$ cat config.mk
export PLATFORM = sky130hd
export DESIGN_NAME = mem_access_ctrl_flat
export DESIGN_NICKNAME = d
export VERILOG_FILES = /design/src/rtl/mem_access_pkg.sv /design/src/rtl/mem_access_ctrl_if.sv /design/src/rtl/mem_tmo_cnt.sv /design/src/rtl/mem_access_ctrl.sv /design/src/flat_wrapper.sv
export SDC_FILE = /design/constraint.sdc
export NUM_CORES = 1
export LEC_CHECK = 0
export ABC_AREA = 1
export CAP_MARGIN = 5
export CORE_UTILIZATION = 65
export DETAILED_ROUTE_END_ITERATION = 6
export DONT_BUFFER_PORTS = 1
export GPL_ROUTABILITY_DRIVEN = 0
export PLACE_DENSITY = 0.8
export SLEW_MARGIN = 40
export SYNTH_ARGS = -nofsm -noshare
export SYNTH_HDL_FRONTEND = slang
export SYNTH_HIERARCHICAL = 1
export SYNTH_SLANG_ARGS = --single-unit
export TNS_END_PERCENT = 20
$ cat constraint.sdc
create_clock -name clk -period 4.85 [get_ports clk]
set_input_delay 0.485 -clock clk [delete_from_list [all_inputs] [get_ports clk]]
set_output_delay 0.485 -clock clk [all_outputs]
set_load 0.02 [all_outputs]
$ cat src/rtl/mem_access_pkg.sv
// Shared definitions for the memory-stage access controller: FSM state codes,
// error-cause codes and the helper that classifies an illegal access request.
package mem_access_pkg;

    localparam logic [1:0] ST_IDLE  = 2'd0;
    localparam logic [1:0] ST_ISSUE = 2'd1;
    localparam logic [1:0] ST_WAIT  = 2'd2;
    localparam logic [1:0] ST_RESP  = 2'd3;

    localparam logic [1:0] ERR_NONE      = 2'd0;
    localparam logic [1:0] ERR_UNALIGNED = 2'd1;
    localparam logic [1:0] ERR_RDWR      = 2'd2;
    localparam logic [1:0] ERR_TIMEOUT   = 2'd3;

    // Only used for a live access; the caller gates it with validM and the sticky error.
    function automatic logic [1:0] idle_err_cause(input logic rd, input logic wr, input logic addr_lsb);
        if (rd && wr)
            return ERR_RDWR;
        else if (addr_lsb)
            return ERR_UNALIGNED;
        else
            return ERR_NONE;
    endfunction

endpackage

$ cat src/rtl/mem_access_ctrl_if.sv
// Pipeline-side and memory-side signals of the memory-stage controller; the
// controller is the master of the memory request bus.
interface mem_access_ctrl_if #(
    parameter int DW = 16
);
    logic          validM;
    logic          memRd;
    logic          memWr;
    logic [DW-1:0] addrIn;
    logic [DW-1:0] wrDataIn;
    logic          memBusy;
    logic          memDone;
    logic [DW-1:0] memRdData;
    logic          memReq;
    logic          memWe;
    logic [DW-1:0] memAddr;
    logic [DW-1:0] memWrData;
    logic [DW-1:0] readData;
    logic          stallM;
    logic          err;

    modport master (
        input  validM, memRd, memWr, addrIn, wrDataIn, memBusy, memDone, memRdData,
        output memReq, memWe, memAddr, memWrData, readData, stallM, err
    );

    modport slave (
        output validM, memRd, memWr, addrIn, wrDataIn, memBusy, memDone, memRdData,
        input  memReq, memWe, memAddr, memWrData, readData, stallM, err
    );
endinterface

$ cat src/rtl/mem_tmo_cnt.sv
// Saturating watchdog counter for the WAIT state; tc flags that the last
// permitted wait cycle (TMO_CYC-1) has been reached.
module mem_tmo_cnt #(
    parameter int TMO_CYC = 64
) (
    input  logic clk,
    input  logic rst,
    input  logic clr,
    input  logic en,
    output logic tc
);
    localparam int CW = $clog2(TMO_CYC);
    localparam logic [CW-1:0] TERM = CW'(TMO_CYC - 1);

    logic [CW-1:0] count;

    // Holds at the terminal value so a missed abort can never wrap back to zero.
    always_ff @(posedge clk) begin
        if (rst || clr)
            count <= '0;
        else if (en && !tc)
            count <= count + CW'(1);
    end

    assign tc = (count == TERM);

endmodule

$ cat src/rtl/mem_access_ctrl.sv
// Memory-stage access controller: turns a latched load/store into a single
// req/done transaction on a multi-cycle memory and stalls the pipe meanwhile.
module mem_access_ctrl
    import mem_access_pkg::*;
#(
    parameter int DW      = 16,
    parameter int TMO_CYC = 64
) (
    input  logic              clk,
    input  logic              rst,
    mem_access_ctrl_if.master bus
);
    logic [1:0]    state;
    logic [1:0]    state_next;
    logic [1:0]    err_cause;
    logic          latch_req;
    logic          cnt_clr;
    logic          cnt_en;
    logic          load_rd;
    logic          tmo;
    logic          access;
    logic          err_q;
    logic          we_q;
    logic [DW-1:0] addr_q;
    logic [DW-1:0] wdata_q;
    logic [DW-1:0] rdata_q;

    assign access = bus.validM & (bus.memRd | bus.memWr) & ~err_q;

    mem_tmo_cnt #(.TMO_CYC(TMO_CYC)) u_tmo (
        .clk (clk),
        .rst (rst),
        .clr (cnt_clr),
        .en  (cnt_en),
        .tc  (tmo)
    );

    always_comb begin
        state_next = state;
        err_cause  = ERR_NONE;
        latch_req  = 1'b0;
        cnt_clr    = 1'b0;
        cnt_en     = 1'b0;
        load_rd    = 1'b0;
        case (state)
            ST_IDLE: begin
                if (access) begin
                    err_cause = idle_err_cause(bus.memRd, bus.memWr, bus.addrIn[0]);
                    if (err_cause == ERR_NONE) begin
                        latch_req  = 1'b1;
                        state_next = ST_ISSUE;
                    end
                end
            end
            ST_ISSUE: begin
                if (!bus.memBusy) begin
                    cnt_clr    = 1'b1;
                    state_next = ST_WAIT;
                end
            end
            ST_WAIT: begin
                // A completion in the final permitted cycle beats the timeout.
                if (bus.memDone) begin
                    load_rd    = ~we_q;
                    state_next = ST_RESP;
                end else if (tmo) begin
                    err_cause  = ERR_TIMEOUT;
                    state_next = ST_RESP;
                end else begin
                    cnt_en = 1'b1;
                end
            end
            default: state_next = ST_IDLE;
        endcase
    end

    always_ff @(posedge clk) begin
        if (rst) begin
            state   <= ST_IDLE;
            err_q   <= 1'b0;
            we_q    <= 1'b0;
            addr_q  <= '0;
            wdata_q <= '0;
            rdata_q <= '0;
        end else begin
            state <= state_next;
            if (err_cause != ERR_NONE)
                err_q <= 1'b1;
            if (latch_req) begin
                addr_q  <= bus.addrIn;
                wdata_q <= bus.wrDataIn;
                we_q    <= bus.memWr;
            end
            if (load_rd)
                rdata_q <= bus.memRdData;
        end
    end

    // The IDLE term lets the stall cover the very first cycle of a legal access.
    assign bus.stallM    = ((state == ST_IDLE) & latch_req) | (state == ST_ISSUE) | (state == ST_WAIT);
    assign bus.memReq    = (state == ST_ISSUE) & ~bus.memBusy;
    assign bus.memWe     = bus.memReq & we_q;
    assign bus.memAddr   = addr_q;
    assign bus.memWrData = wdata_q;
    assign bus.readData  = rdata_q;
    assign bus.err       = err_q;

endmodule

$ cat src/flat_wrapper.sv
// flat-port wrapper written by rule: the top's interface ports become plain ports
module mem_access_ctrl_flat import mem_access_pkg::*;
#(
    parameter int DW      = 16,
    parameter int TMO_CYC = 64
)
  (clk, rst, bus_validM, bus_memRd, bus_memWr, bus_addrIn, bus_wrDataIn, bus_memBusy, bus_memDone, bus_memRdData, bus_memReq, bus_memWe, bus_memAddr, bus_memWrData, bus_readData, bus_stallM, bus_err);
  mem_access_ctrl_if #(.DW(DW)) bus_i ();
  input  logic clk;
  input  logic rst;
  input wire logic [$bits(bus_i.validM)-1:0] bus_validM;
  input wire logic [$bits(bus_i.memRd)-1:0] bus_memRd;
  input wire logic [$bits(bus_i.memWr)-1:0] bus_memWr;
  input wire logic [$bits(bus_i.addrIn)-1:0] bus_addrIn;
  input wire logic [$bits(bus_i.wrDataIn)-1:0] bus_wrDataIn;
  input wire logic [$bits(bus_i.memBusy)-1:0] bus_memBusy;
  input wire logic [$bits(bus_i.memDone)-1:0] bus_memDone;
  input wire logic [$bits(bus_i.memRdData)-1:0] bus_memRdData;
  output wire logic [$bits(bus_i.memReq)-1:0] bus_memReq;
  output wire logic [$bits(bus_i.memWe)-1:0] bus_memWe;
  output wire logic [$bits(bus_i.memAddr)-1:0] bus_memAddr;
  output wire logic [$bits(bus_i.memWrData)-1:0] bus_memWrData;
  output wire logic [$bits(bus_i.readData)-1:0] bus_readData;
  output wire logic [$bits(bus_i.stallM)-1:0] bus_stallM;
  output wire logic [$bits(bus_i.err)-1:0] bus_err;
  assign bus_i.validM = bus_validM;
  assign bus_i.memRd = bus_memRd;
  assign bus_i.memWr = bus_memWr;
  assign bus_i.addrIn = bus_addrIn;
  assign bus_i.wrDataIn = bus_wrDataIn;
  assign bus_i.memBusy = bus_memBusy;
  assign bus_i.memDone = bus_memDone;
  assign bus_i.memRdData = bus_memRdData;
  assign bus_memReq = bus_i.memReq;
  assign bus_memWe = bus_i.memWe;
  assign bus_memAddr = bus_i.memAddr;
  assign bus_memWrData = bus_i.memWrData;
  assign bus_readData = bus_i.readData;
  assign bus_stallM = bus_i.stallM;
  assign bus_err = bus_i.err;
  mem_access_ctrl #(.DW(DW), .TMO_CYC(TMO_CYC)) u_core (.clk(clk), .rst(rst), .bus(bus_i));
endmodule
== Yosys cells after proc, flatten, opt, wreduce, memory -nomap -nowiden ==
Cells that the tools add are included.

* Register bits after elaboration: 58
* Input bits: 55
* Output and inout port bits: 52
* Logic and storage cells: 58

* $add $sub $neg: 1
* Eq/ne operators: 7
* Mux-type cells: 24
* Bitwise gates (word level): 11
* Reduce and logical (&&, ||, !) cells: 8

{| class="wikitable"
|+ Operators with widths
! cell !! number
|-
| $mux W2 || 11
|-
| $mux W1 || 11
|-
| $add A6 B1 Y6 const B || 1
|-
| $eq A6 B6 Y1 const B || 1
|-
| $pmux W2 S3 || 1
|-
| $and A1 B1 Y1 || 5
|-
| $logic_not A2 Y1 || 2
|-
| $ne A2 B1 Y1 const B || 2
|-
| $pmux W2 S2 || 1
|-
| $reduce_and A4 Y1 || 1
|-
| $ne A3 B3 Y1 const B || 1
|-
| $not A1 Y1 || 3
|-
| $or A1 B1 Y1 || 3
|-
| $eq A2 B1 Y1 const B || 1
|-
| $eq A2 B2 Y1 const B || 1
|-
| $logic_and A1 B1 Y1 || 2
|-
| $ne A2 B2 Y1 const B || 1
|-
| $reduce_bool A2 Y1 || 1
|-
| $logic_not A1 Y1 || 1
|-
| $logic_or A1 B1 Y1 || 1
|}

== Logic depth before layout (Yosys ltp) ==
Gate-level depths: netlist of the first run.

* Depth after elaboration: 12
* Depth in mapped cells: 11
* Mapped depth without buffers: 11

== Hierarchy ==
The synthesis of the first run kept the hierarchy.

{| class="wikitable"
|+ By module, submodules not included
! module !! times used !! cells an instance !! area each (µm²) !! seq. area each (µm²)
|-
| mem_access_ctrl || 1 || 255 || 1993.2 || 1041.0
|-
| mem_tmo_cnt || 1 || 49 || 339.1 || 120.1
|}

== Worst setup path before layout of the first run ==
No wires, ideal clock.

* Path type: reg-to-reg
* Start point: register u_core.u_tmo.count[0]
* End point: register u_core.u_tmo.count[2]
* Library setup time: 111 ps
* Arrival: 1839 ps
* Required time: 4739 ps
* Setup slack: 2900 ps
* Stages on the path, launching flop included: 12
* Path buffers: 0
* Period minus slack after synthesis: 1950 ps
* Cell sequence: dfxtp_1 ha_1 nand2_2 nor2_4 nand2_2 inv_1 nor3_1 inv_1 a21oi_2 nand2_1 nand3b_1 inv_1

* Cells in the longest elaborated chain, start to end: 5
* Elaborated cells between the ends (all ways): 7
* Those cells by class: 1 x add/sub; 1 x eq/ne; 3 x mux; 2 x reduce/logical

{| class="wikitable"
|+ RTL lines
! element !! RTL line !! RTL
|-
| start, declared || mem_tmo_cnt.sv:15 || <nowiki>logic [CW-1:0] count;</nowiki>
|-
| start signal, assigned || mem_tmo_cnt.sv:22 || <nowiki>count <= count + CW'(1);</nowiki>
|-
| $eq A6 B6 Y1 || mem_tmo_cnt.sv:25 || <nowiki>assign tc = (count == TERM);</nowiki>
|-
| net u_core.tmo || mem_access_ctrl.sv:20 || <nowiki>logic tmo;</nowiki>
|-
| $mux W1 || mem_access_ctrl.sv:66 || <nowiki>end else if (tmo) begin</nowiki>
|-
| $mux W1 || mem_access_ctrl.sv:63 || <nowiki>if (bus.memDone) begin</nowiki>
|-
| $mux W1 || mem_access_ctrl.sv:45 || <nowiki>case (state)</nowiki>
|-
| net u_core.cnt_en || mem_access_ctrl.sv:18 || <nowiki>logic cnt_en;</nowiki>
|-
| $logic_and A1 B1 Y1 || mem_tmo_cnt.sv:21 || <nowiki>else if (en && !tc)</nowiki>
|}

The timed path passes the listed nets, and every way through them passes these cells.
A chain may end at the register's enable or synchronous reset.

== Final worst setup path of the first run ==
* Start point: register u_core.state[0]
* End point: output bus_stallM

* Cells in the longest elaborated chain, start to end: 5
* Elaborated cells between the ends (all ways): 7
* Those cells by class: 2 x eq/ne; 1 x mux; 3 x bitwise; 1 x reduce/logical

{| class="wikitable"
|+ RTL lines
! element !! RTL line !! RTL
|-
| start, declared || mem_access_ctrl.sv:13 || <nowiki>logic [1:0] state;</nowiki>
|-
| start signal, assigned || mem_access_ctrl.sv:86 || <nowiki>state <= state_next;</nowiki>
|-
| $logic_not A2 Y1 || mem_access_ctrl.sv:45, mem_access_ctrl.sv:100 ||
|-
| $mux W1 || mem_access_ctrl.sv:45 ||
|-
| $and A1 B1 Y1 || mem_access_ctrl.sv:100 || <nowiki>assign bus.stallM = ((state == ST_IDLE) & latch_req) | (state == ST_ISSUE) | (state == ST_WAIT);</nowiki>
|-
| $or A1 B1 Y1 || mem_access_ctrl.sv:100 ||
|-
| $or A1 B1 Y1 (*) || mem_access_ctrl.sv:100 ||
|-
| end, declared || flat_wrapper.sv:24 || <nowiki>output wire logic [$bits(bus_i.stallM)-1:0] bus_stallM;</nowiki>
|}

Every way passes the cells marked *; elsewhere a longest branch is shown, timed or not.

==> metrics.md, run 1 <==
| Metric | Value |
|---|---|
| Crit. Startpoint | u_core/state[0]$_SDFFE_PP0P_ |
| CP cell instances | inv_1 > ha_1 > nand3_4 > nand3_1 |
| Crit path arrival time | 1.77 ns |
| Hold Fails Final Rpt | 0 |
| Register area share after synthesis | 49.8% |
| Vias in the first global route | 1602 |
| Cell Count Post-Placement | 338 |
| CTS Hold Bufs | 0 |
| Setup repair bufs after CTS | 0 |
| Cts bufs inserted | 9 |
| FP Rows | 21 |
| CTS root buf | clkbuf_4 |
| Area of the multi-input gates | 1010 µm² |
| Sinks on the clock net | 58 |
| Post-DP HPWL | 3.14 mm |
| PnR Total Power | 0.00115 W |
| Die X | 61.9 µm |
| Largest net degree at the start of global routing | 35 |
| Most common cell after layout, fill and taps aside | nor2_1 |
| Hold crit path type | in -> reg |
| Initial antenna violation count | 0 |
| Die area | 3830 µm² |
| Syn Area/Cell | 7.67 µm² |
| Clock-pin slew on the worst setup and hold paths | 0.09 ns |
| Gate count of the mapped netlist | 304 |
| Final period util | 46.5% |
| Slack of the worst reg-to-reg path | 2.87 ns |
| Via density | 5.40 |
| HP Start | rst |
| Final setup vio count | 0 |
| Syn Std Cell Area | 2330 µm² |
| Critical path capture point | bus_stallM |
| Worst r2r dst | u_core/u_tmo/count[2]$_SDFFE_PP0P_ |
| Register bit total from synthesis | 58 |
| Final std cells w/o fill | 352 |
| CP Launch Type | flip-flop |
| Reg-to-reg startpoint | u_core/u_tmo/count[0]$_SDFFE_PP0P_ |
| First-pass GRT wire length | 6.57 mm |
| Buffers on Ports | 0 |
| Vias | 1901 |
| Slew Limit Fails | 0 |
| Cts repair resizes | 0 |
| Initial Utilization | 68.8% |
| CP max-delay cell | dfxtp_1 |
| Register area | 1160 µm² |
| Crit Path Max Fanout | 34 |
| Ports | 107 |
| GRT Total Usage | 24.5% |
| Placement Cell Area | 2310 µm² |
| Clock Latency Late Sink | 0.39 ns |
| Leakage | 1.00 nW |
| Post-Synthesis Net Count | 364 |
| Clock skew | 0.00680 ns |
| Reg2reg path depth | 11 |
| DIE HEIGHT | 61.9 µm |
| Pwr Density | 474 nW/µm² |
| Worst hold stages | 1 |
| Max-Cap Viols | 0 |
| Critical Path RT | 4.37 ns |
| VDD IR-drop max | 0.244 mV |
| Core box area | 3390 µm² |
| Achievable Freq | 443 MHz |
| Final #Nets | 363 |
| DRC | 0 |
| Routed Antenna Nets | 0 |
| H-tree lvl count | 3 |
| DR WL/cell | 13.0 µm |
| Slew @ Worst Pin | 0.628 ns |
| CP endpoint kind | output pin |
| Drt total wl | 4.58 mm |
| Max Root-Sink Buffers | 2 |
| Ant. Diodes | 0 |
| Tmin final | 2.26 ns |
| Fraction of final layout cells sized beyond drive strength 1 | 9.80% |
| CP Class | reg -> out |
| Slew margin rel. | 57.8% |
| Yosys cell types | 27 |
| DRT iter0 DRCs | 109 |
| Outcome | complete, no violations |
| CP peak stage delay | 0.40 ns |
| Final instance area | 2420 µm² |
| Area Overhead vs Synth | 3.70% |
| Warnings from Yosys | 6 |
| Global route total overflow | 0 |
| Sum Neg Setup Slack | 0 ns |
| First-pass DRT Iterations | 4 |
| Most frequent cells in the layout | nor2_1, dfxtp_1, o21ai_0 |
| CTS tree | built |
| Filler instances | 269 |
| RSZ-0062 raised after global routing | no |
-- report_power, final --
part	switching, W	internal [W]	total (W)
clock	0.000160	0.000112	0.000272
combinational	0.000140	0.0000725	0.000213
sequential	0.000117	0.000544	0.000661
total	0.000417	0.000729	0.00115
-- logic make-up after synthesis --
logic type	Yosys count	synth area share, %
AOI/OAI and AO/OA	58	13.3
adders and majority gates	5	2.68
buffers and inverters	34	7.19
and+or+nand+nor	149	27.1
DFF	58	49.8
-- how the worst min path moves through the flow --
stage and to:
3_3_place_gp u_core/u_tmo/count[4]$_SDFFE_PP0P_, 2_1_floorplan u_core/u_tmo/count[4]$_SDFFE_PP0P_, 3_5_place_dp u_core/u_tmo/count[4]$_SDFFE_PP0P_, 5_1_grt u_core/bus.err$_SDFFE_PP0P_
6_report u_core/bus.err$_SDFFE_PP0P_, 4_1_cts u_core/bus.err$_SDFFE_PP0P_
-- flip-flops by register name (all words and copies together) (netlist names) --
name / count
u_core/bus.memAddr: 16
u_core/we_q: 1
u_core/u_tmo/count: 6
u_core/bus.readData: 16
u_core/bus.err: 1
u_core/bus.memWrData: 16
u_core/state: 2
-- critical path, delay by kind of cell (launching register included) --
kind	cells	cell delay, ns
buffers and inverters	1	0.09
AND/OR/NAND/NOR	2	0.63
adder cells (fa/ha/maj)	1	0.27
flip-flops	1	0.40
-- synthesized netlist by cell type --
| master | n | area share (%) |
|---|---|---|
| a31oi_1 | 2 | 0.54 |
| buf_4 | 1 | 0.32 |
| buf_1 | 1 | 0.16 |
| nand2_1 | 18 | 2.9 |
| nor3_4 | 1 | 0.70 |
| buf_6 | 4 | 1.9 |
| o21bai_1 | 1 | 0.32 |
| nor2_4 | 2 | 0.97 |
| o21ai_0 | 35 | 7.5 |
| buf_2 | 3 | 0.64 |
| nand4_1 | 3 | 0.80 |
| o21ai_1 | 14 | 3.0 |
| nor2_1 | 111 | 18 |
| dfxtp_1 | 58 | 50 |
| nand2_2 | 4 | 1.1 |
| inv_2 | 3 | 0.48 |
| a21oi_2 | 2 | 0.75 |
| ha_1 | 5 | 2.7 |
| a21oi_1 | 3 | 0.64 |
| nor3_1 | 2 | 0.43 |
| nand3_1 | 6 | 1.3 |
| a21boi_2 | 1 | 0.48 |
| clkbuf_1 | 4 | 0.64 |
| nand3b_1 | 1 | 0.32 |
| inv_4 | 1 | 0.27 |
| inv_1 | 17 | 2.7 |
| nand3_4 | 1 | 0.75 |
-- stage by stage --
step | hold slack, ns | utilization [%] | setup slack [ns]
floorplan | 0.451 | - | 2.90
global placement | 0.475 | 68.2 | 2.74
detailed placement | 0.495 | 68.2 | 2.64
CTS | 0.128 | 71.2 | 2.55
global route | 0.129 | 71.4 | 2.46
finish | 0.149 | 71.4 | 2.59
-- area by class of cell --
class	count	area share, %
clock buffer	11	3.52
sequential	58	48.0
clock inverter	3	0.724
inverter	21	3.36
multi-input combinational	212	41.7
timing repair buffer	1	0.310
tap	46	2.38
-- layer usage --
metal,routed length (µm),global-route usage (%)
met1,1900,28.0
met2,2180,39.2
met3,412,8.70
met4,83,15.6
met5,0,0
No activity file was read; power rests on OpenSTA's default activity.
==> run 2: changes to the inputs <==
Settings changed: CORE_UTILIZATION 65 to 61, PLACE_DENSITY 0.8 to 0.76.
Clock period 4.85 ns to 2.2 ns, I/O delays scaled along.
==> run 2 against run 1 <==
Net effect:
- final cell count increased by 2.0%
- critical path depth did not move
- hold slack lost 0.12 ns
- sequential share of layout area down 2.7 points
- largest power group unchanged
- combinational power grew 120%
- core utilization decreased by 1.3 points
- register-to-register slack got worse by 2.4 ns
==> metrics.md, run 2 (synthesized netlist as in run 1, its figures left out) <==
| Metric | Value |
|---|---|
| GRT Total Usage | 24.5% |
| Worst hold stages | 2 |
| Crit Path Max Fanout | 34 |
| HP Start | bus_memRdData[11] |
| Die X | 63.8 µm |
| Placement Cell Area | 2330 µm² |
| Post-DP HPWL | 3.12 mm |
| Filler instances | 314 |
| Vias | 1884 |
| RSZ-0062 raised after global routing | no |
| CP Class | reg -> out |
| Most frequent cells in the layout | nor2_1, dfxtp_1, o21ai_0 |
| Fraction of final layout cells sized beyond drive strength 1 | 10.9% |
| VDD IR-drop max | 0.723 mV |
| Max Root-Sink Buffers | 2 |
| Slew @ Worst Pin | 0.618 ns |
| Leakage | 1.07 nW |
| Crit path arrival time | 1.69 ns |
| Clock Latency Late Sink | 0.33 ns |
| Hold Fails Final Rpt | 0 |
| DR WL/cell | 13.2 µm |
| Routed Antenna Nets | 0 |
| Achievable Freq | 525 MHz |
| Slew Limit Fails | 0 |
| Clock-pin slew on the worst setup and hold paths | 0.07 ns |
| Slack of the worst reg-to-reg path | 0.43 ns |
| Outcome | complete, no violations |
| Hold Path Sink | u_core/bus.readData[11]$_SDFFE_PP0P_ |
| Sinks on the clock net | 58 |
| Final period util | 86.6% |
| CTS tree | built |
| Reg2reg path depth | 11 |
| Cts bufs inserted | 9 |
| Reg-to-reg startpoint | u_core/u_tmo/count[0]$_SDFFE_PP0P_ |
| Worst r2r dst | u_core/u_tmo/count[2]$_SDFFE_PP0P_ |
| First-pass DRT Iterations | 4 |
| Sequential share of power | 48.3% |
| Global route total overflow | 0 |
| Most common cell after layout, fill and taps aside | nor2_1 |
| Net switching power figure | 0.000989 W |
| CTS root buf | clkbuf_8 |
| Core box area | 3660 µm² |
| Ant. Diodes | 0 |
| Via density | 5.25 |
| Tmin final | 1.91 ns |
| Final #Nets | 366 |
| Hold crit path type | in -> reg |
| DIE HEIGHT | 63.8 µm |
| Area Overhead vs Synth | 9.98% |
| Drt total wl | 4.73 mm |
| Die area | 4070 µm² |
| Vias in the first global route | 1732 |
| DRC | 0 |
| Final setup vio count | 0 |
| FP Rows | 22 |
| DRT iter0 DRCs | 166 |
| Pint | 0.00204 W |
| Clock power frac | 36.0% |
| Buffers on Ports | 0 |
| First-pass GRT wire length | 7.53 mm |
| H-tree lvl count | 3 |
| Final instance area | 2560 µm² |
| Initial Utilization | 63.7% |
| Final core occ | 70.1% |
| CP endpoint kind | output pin |
| Critical Path RT | 1.98 ns |
| Cts repair resizes | 0 |
| Max-Cap Viols | 0 |
| Largest net degree at the start of global routing | 52 |
| CP Launch Type | flip-flop |
| Sum Neg Setup Slack | 0 ns |
| Setup repair bufs after CTS | 0 |
| Switch share | 32.7% |
| Clock skew | 0.00689 ns |
| Initial antenna violation count | 0 |
| Comb power frac | 15.7% |
| Pwr Density | 1180 nW/µm² |
| Ports | 107 |
| Slew margin rel. | 58.5% |
-- run 2: power groups by stage --
| stage | clock [W] | sequential (W) | combinational [W] |
|---|---|---|---|
| 5_1_grt | 0.00115 | 0.00148 | 0.000552 |
| 2_1_floorplan | 0 | 0.00146 | 0.000421 |
| 4_1_cts | 0.00111 | 0.00146 | 0.000478 |
| 3_5_place_dp | 0 | 0.00148 | 0.000473 |
| 6_report | 0.00109 | 0.00146 | 0.000476 |
| 3_3_place_gp | 0 | 0.00148 | 0.000459 |
-- run 2: worst max-delay path, stage by stage (launching register included) --
cell,delay (ns)
dfxtp_1,0.39
inv_1,0.08
ha_1,0.27
nand3_4,0.34
nand3_1,0.29
-- run 2: stage by stage --
step                      hold slack [ns]  cells  setup WS [ns]  total power [W]
after global placement              0.292    342          0.543          0.00194
final                              0.0264    359          0.294          0.00303
after floorplan                     0.289    304          0.250          0.00188
after global routing               0.0181    359          0.161          0.00319
after detailed placement            0.301    342          0.463          0.00196
after CTS                          0.0146    359          0.267          0.00305
-- run 2: how the worst max path moves through the flow --
stage | slack, ns | depth (start not counted) | end | start
2_1_floorplan | 0.25 | 11 | u_core/u_tmo/count[2]$_SDFFE_PP0P_ | u_core/u_tmo/count[0]$_SDFFE_PP0P_
3_5_place_dp | 0.46 | 11 | u_core/u_tmo/count[2]$_SDFFE_PP0P_ | u_core/u_tmo/count[0]$_SDFFE_PP0P_
4_1_cts | 0.27 | 5 | bus_stallM | u_core/bus.err$_SDFFE_PP0P_
5_1_grt | 0.16 | 5 | bus_stallM | u_core/bus.err$_SDFFE_PP0P_
6_report | 0.29 | 4 | bus_stallM | u_core/state[0]$_SDFFE_PP0P_
3_3_place_gp | 0.54 | 11 | u_core/u_tmo/count[2]$_SDFFE_PP0P_ | u_core/u_tmo/count[0]$_SDFFE_PP0P_
-- run 2: per-layer routing --
metal,wire length (µm),share of wire [%],vias to the layer above,global-route usage [%]
met3,428,9.0,9,10.5
met2,2200,46,77,40.3
met5,0,0,-,0
met4,97,2.0,0,14.8
met1,2010,42,822,25.9
li1,-,-,976,-
-- run 2: cell type report --
type,instances,area [µm²],share of cell area [%]
repair buffers,4,32.5,1.27
well taps,48,60.1,2.34
multi-input cells,212,1000,39.1
clock buffers,10,138,5.37
flip-flops and latches,58,1160,45.3
inverters,21,81.3,3.17
clock inverters,6,88.8,3.46
-- run 2: repair_timing --
action / CTS / global route
hold buffers: 1 / 0
hold endpoints to repair: 1 / 0
endpoints found under the setup margin: 0 / 0
==> run 3: changes to the inputs <==
Settings changed: CORE_UTILIZATION 61 to 40, PLACE_DENSITY 0.76 to unset.
==> run 3 against run 2 <==
Net effect:
- cell area is 0.34% higher
- combinational power hardly changed
- clock skew is 0.00050 ns lower
- hold slack better by 0.0055 ns
- clock-buffer cell count is 4 higher
- first-iteration DRC count is 61% lower
- non-clock buffer count is 1 higher
- critical endpoint is now u_core/u_tmo/count[2]$_SDFFE_PP0P_
- highest routed layer unchanged
==> metrics.md, run 3 (synthesized netlist as in run 1, its figures left out) <==
| Metric | Value |
|---|---|
| Outcome | complete, no violations |
| DRC | 0 |
| Initial Utilization | 41.8% |
| CTS root buf | clkbuf_8 |
| Clock power frac | 33.4% |
| Fraction of final layout cells sized beyond drive strength 1 | 10.3% |
| Slew Limit Fails | 0 |
| Met1 wire length | 2.17 mm |
| Critical Path RT | 2.42 ns |
| Leakage | 1.06 nW |
| Max-Cap Viols | 0 |
| Final std cells w/o fill | 384 |
| Comb power frac | 16.4% |
| Worst hold stages | 2 |
| Max Root-Sink Buffers | 2 |
| Largest net degree at the start of global routing | 52 |
| Via density | 4.85 |
| CP Launch Type | flip-flop |
| Buf/Inv on CP | 3 |
| Hold Fails Final Rpt | 0 |
| H-tree lvl count | 3 |
| Reg2reg path depth | 11 |
| RSZ-0062 raised after global routing | no |
| Worst r2r dst | u_core/u_tmo/count[2]$_SDFFE_PP0P_ |
| Vias in the first global route | 1698 |
| Met3 wire len | 381 µm |
| Sequential share of power | 50.3% |
| Cell Count Post-Placement | 367 |
| FP Rows | 27 |
| Sum Neg Setup Slack | 0 ns |
| Die X | 78.4 µm |
| Sinks on the clock net | 58 |
| Switch share | 32.8% |
| Cts bufs inserted | 9 |
| Post-DP HPWL | 3.25 mm |
| Most frequent cells in the layout | nor2_1, dfxtp_1, o21ai_0 |
| CTS Hold Bufs | 1 |
| Buffers on Ports | 0 |
| Slack of the worst reg-to-reg path | 0.38 ns |
| CTS tree | built |
| Ant. Diodes | 0 |
| Clock Latency Late Sink | 0.32 ns |
| Final period util | 82.9% |
| Net switching power figure | 0.000952 W |
| Crit-path most repeated cell | inv_1 |
| Filler instances | 582 |
| CP cell instances | ha_1 > nand2_2 > nor2_4 > nand2_2 > inv_1 > nor3_1 > inv_1 > a21oi_2 > nand2_1 > nand3b_1 > inv_1 |
| Routed wl met2 | 2.18 mm |
| First-pass GRT wire length | 7.70 mm |
| Slew margin rel. | 58.6% |
| CP endpoint kind | flip-flop |
| Final #Nets | 367 |
| Clock-pin slew on the worst setup and hold paths | 0.06 ns |
| Most common cell after layout, fill and taps aside | nor2_1 |
| Core box area | 5570 µm² |
| Tmin final | 1.82 ns |
| CP max-delay cell | dfxtp_1 |
| Cts repair resizes | 0 |
| Setup repair bufs after CTS | 0 |
| DR WL/cell | 12.5 µm |
| Routed Antenna Nets | 0 |
| Achievable Freq | 549 MHz |
| HP Start | bus_memRdData[13] |
| CP delay by family, top | simple AND/OR/NAND/NOR gates |
| First-pass DRT Iterations | 4 |
| Final setup vio count | 0 |
| Clock skew | 0.00639 ns |
| Drt total wl | 4.80 mm |
| Pwr Density | 1130 nW/µm² |
| PnR Total Power | 0.00291 W |
| Hold Path Sink | u_core/bus.readData[13]$_SDFFE_PP0P_ |
| Hold crit path type | in -> reg |
| Crit Path Max Fanout | 5 |
| Initial antenna violation count | 0 |
| DRT iter0 DRCs | 65 |
| CP Class | reg -> reg |
| Slew @ Worst Pin | 0.617 ns |
| GRT Total Usage | 16.5% |
| Global route total overflow | 0 |
| CP peak stage delay | 0.35 ns |
| Ports | 107 |
| Crit path arrival time | 2.04 ns |
| DIE HEIGHT | 78.4 µm |
| Area Overhead vs Synth | 10.4% |
| VDD IR-drop max | 0.473 mV |
| Die area | 6140 µm² |
| Max layer used | met4 |
| Pint | 0.00196 W |
| Reg-to-reg startpoint | u_core/u_tmo/count[0]$_SDFFE_PP0P_ |
| Vias | 1861 |
run 3: per-layer routing:
layer / GRT usage [%] / up-vias
met2: 26.1 / 68
met3: 6.86 / 6
met1: 18.8 / 813
met4: 9.07 / 0
li1: - / 974
met5: 0 / -
run 3: cell type report:
type	count	area (µm²)	share of cell area [%]
clock buffer	14	163	6.32
clock inverter	2	35.0	1.36
inverter	21	81.3	3.16
multi-input combinational	212	1000	39.0
sequential	58	1160	45.1
tap	72	90.1	3.50
timing repair buffer	5	40.0	1.56
run 3: how the worst max path moves through the flow:
| stage | startpoint | end | slack [ns] | cells after the start |
|---|---|---|---|---|
| finish | u_core/u_tmo/count[0]$_SDFFE_PP0P_ | u_core/u_tmo/count[2]$_SDFFE_PP0P_ | 0.38 | 11 |
| global route | u_core/u_tmo/count[0]$_SDFFE_PP0P_ | u_core/u_tmo/count[0]$_SDFFE_PP0P_ | 0.22 | 11 |
| CTS | u_core/u_tmo/count[0]$_SDFFE_PP0P_ | u_core/u_tmo/count[0]$_SDFFE_PP0P_ | 0.39 | 11 |
| detailed placement | u_core/u_tmo/count[0]$_SDFFE_PP0P_ | u_core/u_tmo/count[2]$_SDFFE_PP0P_ | 0.40 | 11 |
| global placement | u_core/u_tmo/count[0]$_SDFFE_PP0P_ | u_core/u_tmo/count[2]$_SDFFE_PP0P_ | 0.44 | 11 |
| floorplan | u_core/u_tmo/count[0]$_SDFFE_PP0P_ | u_core/u_tmo/count[2]$_SDFFE_PP0P_ | 0.25 | 11 |
run 3: power groups by stage:
stage / Sequential, W / Clock [W] / Combinational, W
2_1_floorplan: 0.00146 / 0 / 0.000421
3_3_place_gp: 0.00148 / 0 / 0.000472
3_5_place_dp: 0.00149 / 0 / 0.000484
4_1_cts: 0.00146 / 0.00101 / 0.000485
5_1_grt: 0.00148 / 0.00107 / 0.000556
6_report: 0.00146 / 0.000970 / 0.000476
run 3: worst reg2reg max path, stage by stage, from the launching register on:
cell	delay [ns]
dfxtp_1	0.35
ha_1	0.23
nand2_2	0.10
nor2_4	0.04
nand2_2	0.08
inv_1	0.06
nor3_1	0.31
inv_1	0.09
a21oi_2	0.24
nand2_1	0.09
nand3b_1	0.09
inv_1	0.04
run 3: through the flow:
stage / utilization (%) / hold slack, ns / worst slack [ns] / area, µm²
after floorplan: - / 0.289 / 0.250 / 2330
after global placement: 42.4 / 0.292 / 0.445 / 2370
after detailed placement: 42.4 / 0.295 / 0.399 / 2370
after CTS: 46.2 / 0.0173 / 0.394 / 2570
after global routing: 46.2 / 0.0135 / 0.217 / 2570
final: 46.2 / 0.0318 / 0.377 / 2570
